--- src/rtl/sdram_arb_pkg.sv ---
// Shared types for the SDRAM command-port arbiter.
// The latched command struct is sized by the package defaults below.
package sdram_arb_pkg;

  localparam int ARB_ADDR_W    = 26;
  localparam int ARB_DATA_W    = 32;
  localparam int ARB_BURST_LEN = 8;
  localparam int BEAT_W        = $clog2(ARB_BURST_LEN);

  typedef enum logic [1:0] {
    IDLE,
    ISSUE,
    WAIT
  } state_t;

  typedef struct packed {
    logic                    write;
    logic [ARB_ADDR_W-1:0]   addr;
    logic [ARB_DATA_W-1:0]   wdata;
    logic [ARB_DATA_W/8-1:0] wmask;
  } mem_cmd_t;

endpackage

--- src/rtl/sdram_arbiter_rr_picker.sv ---
// Combinational round-robin picker: first requester after ptr_i, wrapping.
module rr_picker
  import sdram_arb_pkg::*;
#(
  parameter int N     = 4,
  parameter int IDX_W = $clog2(N)
) (
  input  logic [N-1:0]     req_i,
  input  logic [IDX_W-1:0] ptr_i,
  output logic [IDX_W-1:0] win_o,
  output logic             any_o
);

  logic [IDX_W-1:0] cand;

  // Scan offsets from farthest to nearest so the nearest valid one wins.
  always_comb begin
    win_o = '0;
    cand  = '0;
    any_o = |req_i;
    for (int off = N; off >= 1; off--) begin
      cand = IDX_W'((int'(ptr_i) + off) % N);
      if (req_i[cand]) win_o = cand;
    end
  end

endmodule

--- src/rtl/sdram_arbiter.sv ---
// Shares one SDRAM controller command port between NUM_REQ masters (round-robin).
// Define SDRAM_ARB_PRIO0_EN to give requester 0 strict priority over the rotation.
module sdram_arbiter
  import sdram_arb_pkg::*;
#(
  parameter int NUM_REQ   = 4,
  parameter int ADDR_W    = ARB_ADDR_W,
  parameter int DATA_W    = ARB_DATA_W,
  parameter int BURST_LEN = ARB_BURST_LEN
) (
  input  logic                     clock,
  input  logic                     reset,
  input  logic [NUM_REQ-1:0]       req_valid,
  output logic [NUM_REQ-1:0]       req_ready,
  input  logic [NUM_REQ-1:0]       req_write,
  input  logic [NUM_REQ*ADDR_W-1:0] req_addr,
  input  logic [NUM_REQ*DATA_W-1:0] req_wdata,
  input  logic [NUM_REQ*DATA_W/8-1:0] req_wmask,
  output logic [NUM_REQ-1:0]       rsp_valid,
  output logic [DATA_W-1:0]        rsp_rdata,
  output logic                     rsp_last,
  output logic                     mem_valid,
  input  logic                     mem_ready,
  output logic                     mem_write,
  output logic [ADDR_W-1:0]        mem_addr,
  output logic [DATA_W-1:0]        mem_wdata,
  output logic [DATA_W/8-1:0]      mem_wmask,
  input  logic                     mem_rvalid,
  input  logic [DATA_W-1:0]        mem_rdata,
  input  logic                     mem_done,
  output logic                     busy
);

  localparam int IDX_W  = $clog2(NUM_REQ);
  localparam int CNT_W  = (BURST_LEN > 1) ? $clog2(BURST_LEN) : 1;
  localparam int MASK_W = DATA_W / 8;

  state_t             state_q;
  logic [IDX_W-1:0]   rr_ptr_q;
  logic [IDX_W-1:0]   win_q;
  logic [CNT_W-1:0]   beat_q;
  logic               burst_done_q;
  mem_cmd_t           cmd_q;
  logic               mem_valid_q;
  logic [NUM_REQ-1:0] req_ready_q;
  logic [NUM_REQ-1:0] rsp_valid_q;
  logic [DATA_W-1:0]  rsp_rdata_q;
  logic               rsp_last_q;

  logic [IDX_W-1:0]   rr_win;
  logic               any_valid;
  logic [IDX_W-1:0]   grant_d;
  logic               prio_win_d;
  logic               last_beat;

  rr_picker #(.N(NUM_REQ), .IDX_W(IDX_W)) u_picker (
    .req_i (req_valid),
    .ptr_i (rr_ptr_q),
    .win_o (rr_win),
    .any_o (any_valid)
  );

  // A priority win leaves rr_ptr alone so the others keep their rotation.
  always_comb begin
    grant_d    = rr_win;
    prio_win_d = 1'b0;
`ifdef SDRAM_ARB_PRIO0_EN
    if (req_valid[0]) begin
      grant_d    = '0;
      prio_win_d = 1'b1;
    end
`else
    prio_win_d = 1'b0;
`endif
  end

  assign last_beat = (beat_q == CNT_W'(BURST_LEN - 1));

  always_ff @(posedge clock) begin
    if (reset) begin
      state_q      <= IDLE;
      rr_ptr_q     <= IDX_W'(NUM_REQ - 1);
      win_q        <= '0;
      beat_q       <= '0;
      burst_done_q <= 1'b0;
      cmd_q        <= '0;
      mem_valid_q  <= 1'b0;
      req_ready_q  <= '0;
      rsp_valid_q  <= '0;
      rsp_rdata_q  <= '0;
      rsp_last_q   <= 1'b0;
    end else begin
      req_ready_q <= '0;
      rsp_valid_q <= '0;
      rsp_last_q  <= 1'b0;
      case (state_q)
        IDLE: begin
          if (any_valid) begin
            req_ready_q <= NUM_REQ'(1) << grant_d;
            cmd_q.write <= req_write[grant_d];
            cmd_q.addr  <= req_addr[int'(grant_d)*ADDR_W +: ADDR_W];
            cmd_q.wdata <= req_wdata[int'(grant_d)*DATA_W +: DATA_W];
            cmd_q.wmask <= req_wmask[int'(grant_d)*MASK_W +: MASK_W];
            mem_valid_q <= 1'b1;
            win_q       <= grant_d;
            if (!prio_win_d) rr_ptr_q <= grant_d;
            state_q     <= ISSUE;
          end
        end
        ISSUE: begin
          if (mem_ready) begin
            mem_valid_q <= 1'b0;
            state_q     <= WAIT;
          end
        end
        WAIT: begin
          // Beats past the burst length are dropped via burst_done_q.
          if (!cmd_q.write && mem_rvalid && !burst_done_q) begin
            rsp_valid_q <= NUM_REQ'(1) << win_q;
            rsp_rdata_q <= mem_rdata;
            rsp_last_q  <= last_beat;
            beat_q      <= beat_q + 1'b1;
            if (last_beat) burst_done_q <= 1'b1;
          end
          if (cmd_q.write && mem_done) begin
            rsp_valid_q <= NUM_REQ'(1) << win_q;
            rsp_last_q  <= 1'b1;
          end
          if (mem_done) begin
            state_q      <= IDLE;
            beat_q       <= '0;
            burst_done_q <= 1'b0;
          end
        end
        default: state_q <= IDLE;
      endcase
    end
  end

  assign req_ready = req_ready_q;
  assign rsp_valid = rsp_valid_q;
  assign rsp_rdata = rsp_rdata_q;
  assign rsp_last  = rsp_last_q;
  assign mem_valid = mem_valid_q;
  assign mem_write = cmd_q.write;
  assign mem_addr  = cmd_q.addr;
  assign mem_wdata = cmd_q.wdata;
  assign mem_wmask = cmd_q.wmask;
  assign busy      = (state_q != IDLE);

endmodule
--- config.mk ---
export PLATFORM = sky130hd
export DESIGN_NAME = sdram_arbiter
export DESIGN_NICKNAME = d
export VERILOG_FILES = /design/src/rtl/sdram_arb_pkg.sv /design/src/rtl/sdram_arbiter_rr_picker.sv /design/src/rtl/sdram_arbiter.sv
export SDC_FILE = /design/constraint.sdc
export NUM_CORES = 1
export LEC_CHECK = 0
export CORE_AREA = 2 2 155 157
export DETAILED_ROUTE_END_ITERATION = 7
export DIE_AREA = 0 0 157 159
export PLACE_DENSITY_LB_ADDON = 0.1
export SYNTH_ARGS = -nofsm -noshare
export SYNTH_HDL_FRONTEND = slang
export SYNTH_SLANG_ARGS = --single-unit
--- constraint.sdc ---
create_clock -name clock -period 3 [get_ports clock]
set_input_delay 0.3 -clock clock [delete_from_list [all_inputs] [get_ports clock]]
set_output_delay 0.3 -clock clock [all_outputs]
set_load 0.02 [all_outputs]
==> After elaboration in Yosys (flattened, before gate mapping) <==
Index checks and enable logic that the tools add are counted.
{ "totals": {"in_bits": 293, "ff_bits": 115, "elab_cells": 88} }
{ "classes": {"add_sub_neg": 5, "order_cmp": 5, "n_mux": 30, "multipliers": 1, "reduce_logical": 19, "bitwise": 3, "shifts": 5, "eq_ne": 6} }
{ "ops": {"columns": ["op", "count"], "rows": [
  ["$shiftx 128x8->32", 1],
  ["$shiftx 104x8->26", 1],
  ["$shiftx 16x5->4", 1],
  ["$lt 2x3->1 const B", 5],
  ["$mux 2", 7],
  ["$mux 1", 12],
  ["$bmux 1 s2", 5],
  ["$reduce_and 3->1", 3],
  ["$mux 4", 2],
  ["$reduce_bool 2->1", 4],
  ["$shl 1x2->4 const A", 2],
  ["$mul 2x4->6 const B", 1],
  ["$mux 3", 2],
  ["$ne 2x2->1 const B", 3],
  ["$pmux 2 s3", 1],
  ["$reduce_and 2->1", 3],
  ["$add 2x1->2 const B", 2],
  ["$add 2x2->2 const B", 2],
  ["$reduce_or 4->1", 1],
  ["$add 3x1->3 const B", 1],
  ["$eq 3x3->1 const B", 1],
  ["$logic_and 1x1->1", 3],
  ["$not 1->1", 3],
  ["$reduce_or 3->1", 1],
  ["6 further kinds", 7]
]} }

==> Longest topological paths before layout <==
{ "depth": {"depth_word": 9, "ltp_mapped": 8, "depth_no_buf": 5} }

==> By module <==
From an unflattened synthesis, not the netlist that was laid out.
{ "hier_totals": {"hier_cells": 461, "area_unflattened_um2": 5492.8} }
{ "by_module_without_submodules": {"columns": ["module", "n_inst", "cells_per_inst", "seq_area_each_um2", "area_each_um2"], "rows": [
  ["sdram_arbiter", 1, 447, 2302.2, 5401.4],
  ["rr_picker", 1, 14, 0.0, 91.3]
]} }

==> Least setup slack after synthesis <==
OpenSTA, ideal clock, no wires.
{ "synth_timing": {"kind": "register to register", "start": "register rr_ptr_q[1]", "end": "register cmd_q (netlist bit mem_addr[17])", "setup_time_ps": 127, "stages_incl_launch_ff": 8, "slack_ps": 1255, "arrival_time_ps": 1617, "cell_sequence": "dfxtp_1 > mux2i_1 > o2bb2ai_1 > o21ba_2 > buf_6 > buf_2 > mux2i_1 > o211ai_2"} }
{ "synth_between": {"elab_chain_cells": 9, "word_cells_on_any_way": 18, "classes_between": "add/sub (4); mul (1); shift (1); mux (12)"} }
{ "synth_lines": {"columns": ["element", "line_no", "source"], "rows": [
  ["start: declaration", "sdram_arbiter.sv:39", "logic [IDX_W-1:0] rr_ptr_q;"],
  ["start signal: assignment", "sdram_arbiter.sv:82", "rr_ptr_q <= IDX_W'(NUM_REQ - 1);"],
  ["start signal: assignment", "sdram_arbiter.sv:106", "if (!prio_win_d) rr_ptr_q <= grant_d;"],
  ["$add 2x1->2", "sdram_arbiter_rr_picker.sv:22", "cand = IDX_W'((int'(ptr_i) + off) % N);"],
  ["$bmux 1 s2", "sdram_arbiter_rr_picker.sv:23", "if (req_i[cand]) win_o = cand;"],
  ["$mux 1 (implied by the code)", "sdram_arbiter_rr_picker.sv:23", null],
  ["$mux 2 (3 in series)", "sdram_arbiter_rr_picker.sv:23", null],
  ["$mux 2 (*)", "sdram_arbiter_rr_picker.sv:23", null],
  ["$mul 2x4->6 (*)", "sdram_arbiter.sv:101", "cmd_q.addr <= req_addr[int'(grant_d)*ADDR_W +: ADDR_W];"],
  ["$shiftx 104x8->26 (*)", "sdram_arbiter.sv:101", null],
  ["end: declaration", "sdram_arbiter.sv:43", "mem_cmd_t cmd_q;"]
]} }
Mark *: on every way between the ends. The rest lies on a longest branch, timed or not. The select of a mux whose other input is x is not followed.
A chain may end at the register's enable or synchronous reset.

==> Worst setup path after layout <==
{ "layout_timing": {"start": "register rr_ptr_q[1]", "end": "register cmd_q (netlist bit mem_wdata[23])"} }
{ "layout_between": {"elab_chain_cells": 8, "word_cells_on_any_way": 17, "classes_between": "add/sub (4); shift (1); mux (12)"} }
{ "layout_lines": {"columns": ["element", "line_no", "source"], "rows": [
  ["$add 2x1->2", "sdram_arbiter_rr_picker.sv:22", null],
  ["$bmux 1 s2", "sdram_arbiter_rr_picker.sv:23", null],
  ["$mux 1 (implied by the code)", "sdram_arbiter_rr_picker.sv:23", null],
  ["$mux 2 (3 in series)", "sdram_arbiter_rr_picker.sv:23", null],
  ["$mux 2 (*)", "sdram_arbiter_rr_picker.sv:23", null],
  ["$shiftx 128x8->32 (*)", "sdram_arbiter.sv:102", "cmd_q.wdata <= req_wdata[int'(grant_d)*DATA_W +: DATA_W];"]
]} }
Marks and branches as above.

==> metrics.yaml <==
outcome:
  status: "finished clean"
sta:
  hold_violations: 0
  slew_violations: 0
  grt_setup_unrepaired: "no"
  fin_hold_ws_ns: 0.421
  finalSetupViolCount: 0
  skew_ns: 0.00937
  fmax_mhz: 469
  slew_headroom_pct: 59.3
  fin_crit_sh_pct: 71.0
  tns_ns: 0
  final.min_clock_period_ns: 2.13
  worstMarginPinSlew_ns: 0.610
yosys:
  synth_edf_count: 0
  syn_avg_cell_area_um2: 9.56
  synth_async_sr_flop_share_pct: 0
  ys_types: 42
  seq_area_frac_synth_pct: 33.9
  yosysTopAreaCellShare_pct: 33.9
  postSynthCellCount: 711
  yosysWarnings: 0
  synth_flop_cell: "dfxtp_1"
  yosys-top-cells-area: "dfxtp_1 (34%), mux2i_1 (19%), nor4b_1 (13%), o211ai_2 (8.8%), nand2_1 (6.7%)"
  yosysTopAreaCell: "dfxtp_1"
  synth-seq-cells: 115
  syn-cell-area_um2: 6800
  postSynthNetCount: 1006
finish:
  fillCellCount: 2232
  mostFrequentLayoutCells: "clkdlybuf4s50_1 (397), mux2i_1 (127), nand2_1 (120), dfxtp_1 (115), nor4b_1 (100)"
  drive_above_1_share_pct: 10.5
  nets: 1371
  final_common_cell: "clkdlybuf4s50_1"
  syn_to_final_growth_pct: 70.7
die:
  ios: 399
  die-area_um2: 25000
  initial_core_util_pct: 29.3
  fp.dieW_um: 157
  row_count: 56
  coreArea_um2: 23200
  die_h_um: 159
clock_network:
  h-tree-depth: 4
  clk_path_buf_depth: 2
  tritoncts: "yes"
  cts.sinks: 115
  cts_root_buf: "clkbuf_16"
  numCtsBuffers: 17
  postCtsSetupBuffers: 0
  clkTransAtPathRegs_ns: 0.07
  cts_hold_buf: 0
  clk_latency_ns: 0.42
  ctsResizeCount: 0
drt:
  vias: 6856
  drc: 0
  initialDrtViolationCount: 295
  wl_per_cell_um: 18.4
  vias_per_cell: 4.86
  drt-total-wl_mm: 26.0
  final_antenna_net_count: 0
  drt_first_pass_iters: 4
critical_path:
  critPathKind: "reg -> reg"
  crit_path_max_incr_delay_ns: 0.45
  worst-path-max-fanout: 26
  arrival_ns: 2.43
  cp_num_buf_inv: 2
  crit_required_ns: 3.30
  cp-end-kind: "flip-flop"
  cpMostUsedCell: "mux2i_1"
  path_delay_family: "compound AO/OA/AOI/OAI gates"
  cp_cell_sequence: "mux2i_1 > o2bb2ai_1 > o21ba_4 > buf_12 > buf_4 > mux2i_1 > o211ai_2"
  cp-start-kind: "flip-flop"
  crit_path_top_delay_cell: "dfxtp_1"
placement:
  gp_congestion: 0.768
  hpwl_mm: 19.0
  port_buffers: 398
power_and_ir_drop:
  p_leak_nw: 4.49
  power_density_nw_per_um2: 506
  vdd_drop_max_mv: 0.308
grt:
  grt_max_degree: 65
  grt_pass1_wl_mm: 39.5
  grt_overflow_total: 0
  antenna_found_initial: 3
  grt_pass1_vias: 6981
  grt.total_usage_pct: 20.3
run:
  max_cap_viol_count: 0
min_path:
  hp-class: "in -> reg"
[worst paths after layout]
check / end / depth (start not counted) / slack, ns / from
worst max-delay path: mem_wdata[23] / 7 / 0.87 / rr_ptr_q[1]
worst min-delay path: rsp_rdata[10] / 3 / 0.42 / mem_rdata[10]
worst max register to register: mem_wdata[23] / 7 / 0.87 / rr_ptr_q[1]
worst min register to register: rsp_rdata[31] / 2 / 0.45 / rsp_rdata[31]
[area by class of cell]
type / count / area (um^2) / area share, %
timing repair buffer: 423 / 4310 / 37.1
multi-input combinational: 517 / 4000 / 34.5
sequential: 115 / 2300 / 19.8
clock buffer: 17 / 425 / 3.67
tap: 319 / 399 / 3.44
clock inverter: 15 / 159 / 1.37
inverter: 2 / 7.51 / 0.0647
antenna: 2 / 5.00 / 0.0431
[Yosys cell counts (2+ instances only)]
library cell	number
a21oi_1	39
a22oi_1	3
buf_12	5
buf_2	24
buf_4	20
buf_6	4
clkbuf_1	22
dfxtp_1	115
ha_1	2
inv_1	2
mux2i_1	127
nand2_1	121
nand2b_1	3
nand3b_1	15
nor2_1	15
nor2_2	2
nor2b_1	2
nor3_1	5
nor4b_1	100
o211ai_1	2
o211ai_2	48
o21bai_1	2
o221ai_1	13
or3_1	2
[tightest hold or removal path, delay by kind of cell]
kind                   cells  cell delay [ns]
AOI/OAI and AO/OA          1             0.05
buffers and inverters      1             0.39
and+or+nand+nor            1             0.05
[metal layers]
layer  wire (um)  global-route usage [%]  up-vias  part of all wire [%]
li1            -                       -     3377                     -
met1       10500                    23.7     3148                    41
met2       12400                    34.2      295                    48
met3        2490                    7.81       34                   9.6
met4         566                    6.46        2                   2.2
met5          13                       0        -                 0.050
[metrics by stage]
stage / instance area [um^2] / worst slack (ns) / power [W] / std cells / util, %
floorplan: 6800 / 1.26 / 0.00294 / 711 / -
CTS: 11600 / 0.849 / 0.00596 / 1408 / 50.0
detailed placement: 11000 / 0.434 / 0.00390 / 1376 / 47.5
finish: 11600 / 0.869 / 0.00587 / 1410 / 50.0
global placement: 11000 / 0.479 / 0.00389 / 1376 / 47.5
global route: 11600 / 0.678 / 0.00616 / 1410 / 50.0
[flip-flops by register name, summed over array words and instances (netlist names), 3 cells and up]
register / cells
req_ready: 4
beat_q: 3
rsp_rdata: 32
mem_wdata: 32
mem_addr: 26
rsp_valid: 4
mem_wmask: 4
[where the power goes]
group / switching, W / internal, W
Clock: 0.000903 / 0.00112
Sequential: 0.000103 / 0.00171
Combinational: 0.000978 / 0.00106
Total: 0.00198 / 0.00388
[cells by family after synthesis]
group | share of synthesized area [%]
flip-flops | 33.9
AND/OR/NAND/NOR | 24.2
adder cells (fa/ha/maj) | 0.368
AO/OA/AOI/OAI | 15.1
multiplexers | 18.7
buffers and inverters | 7.71
Power figures use the tool's default switching activity.
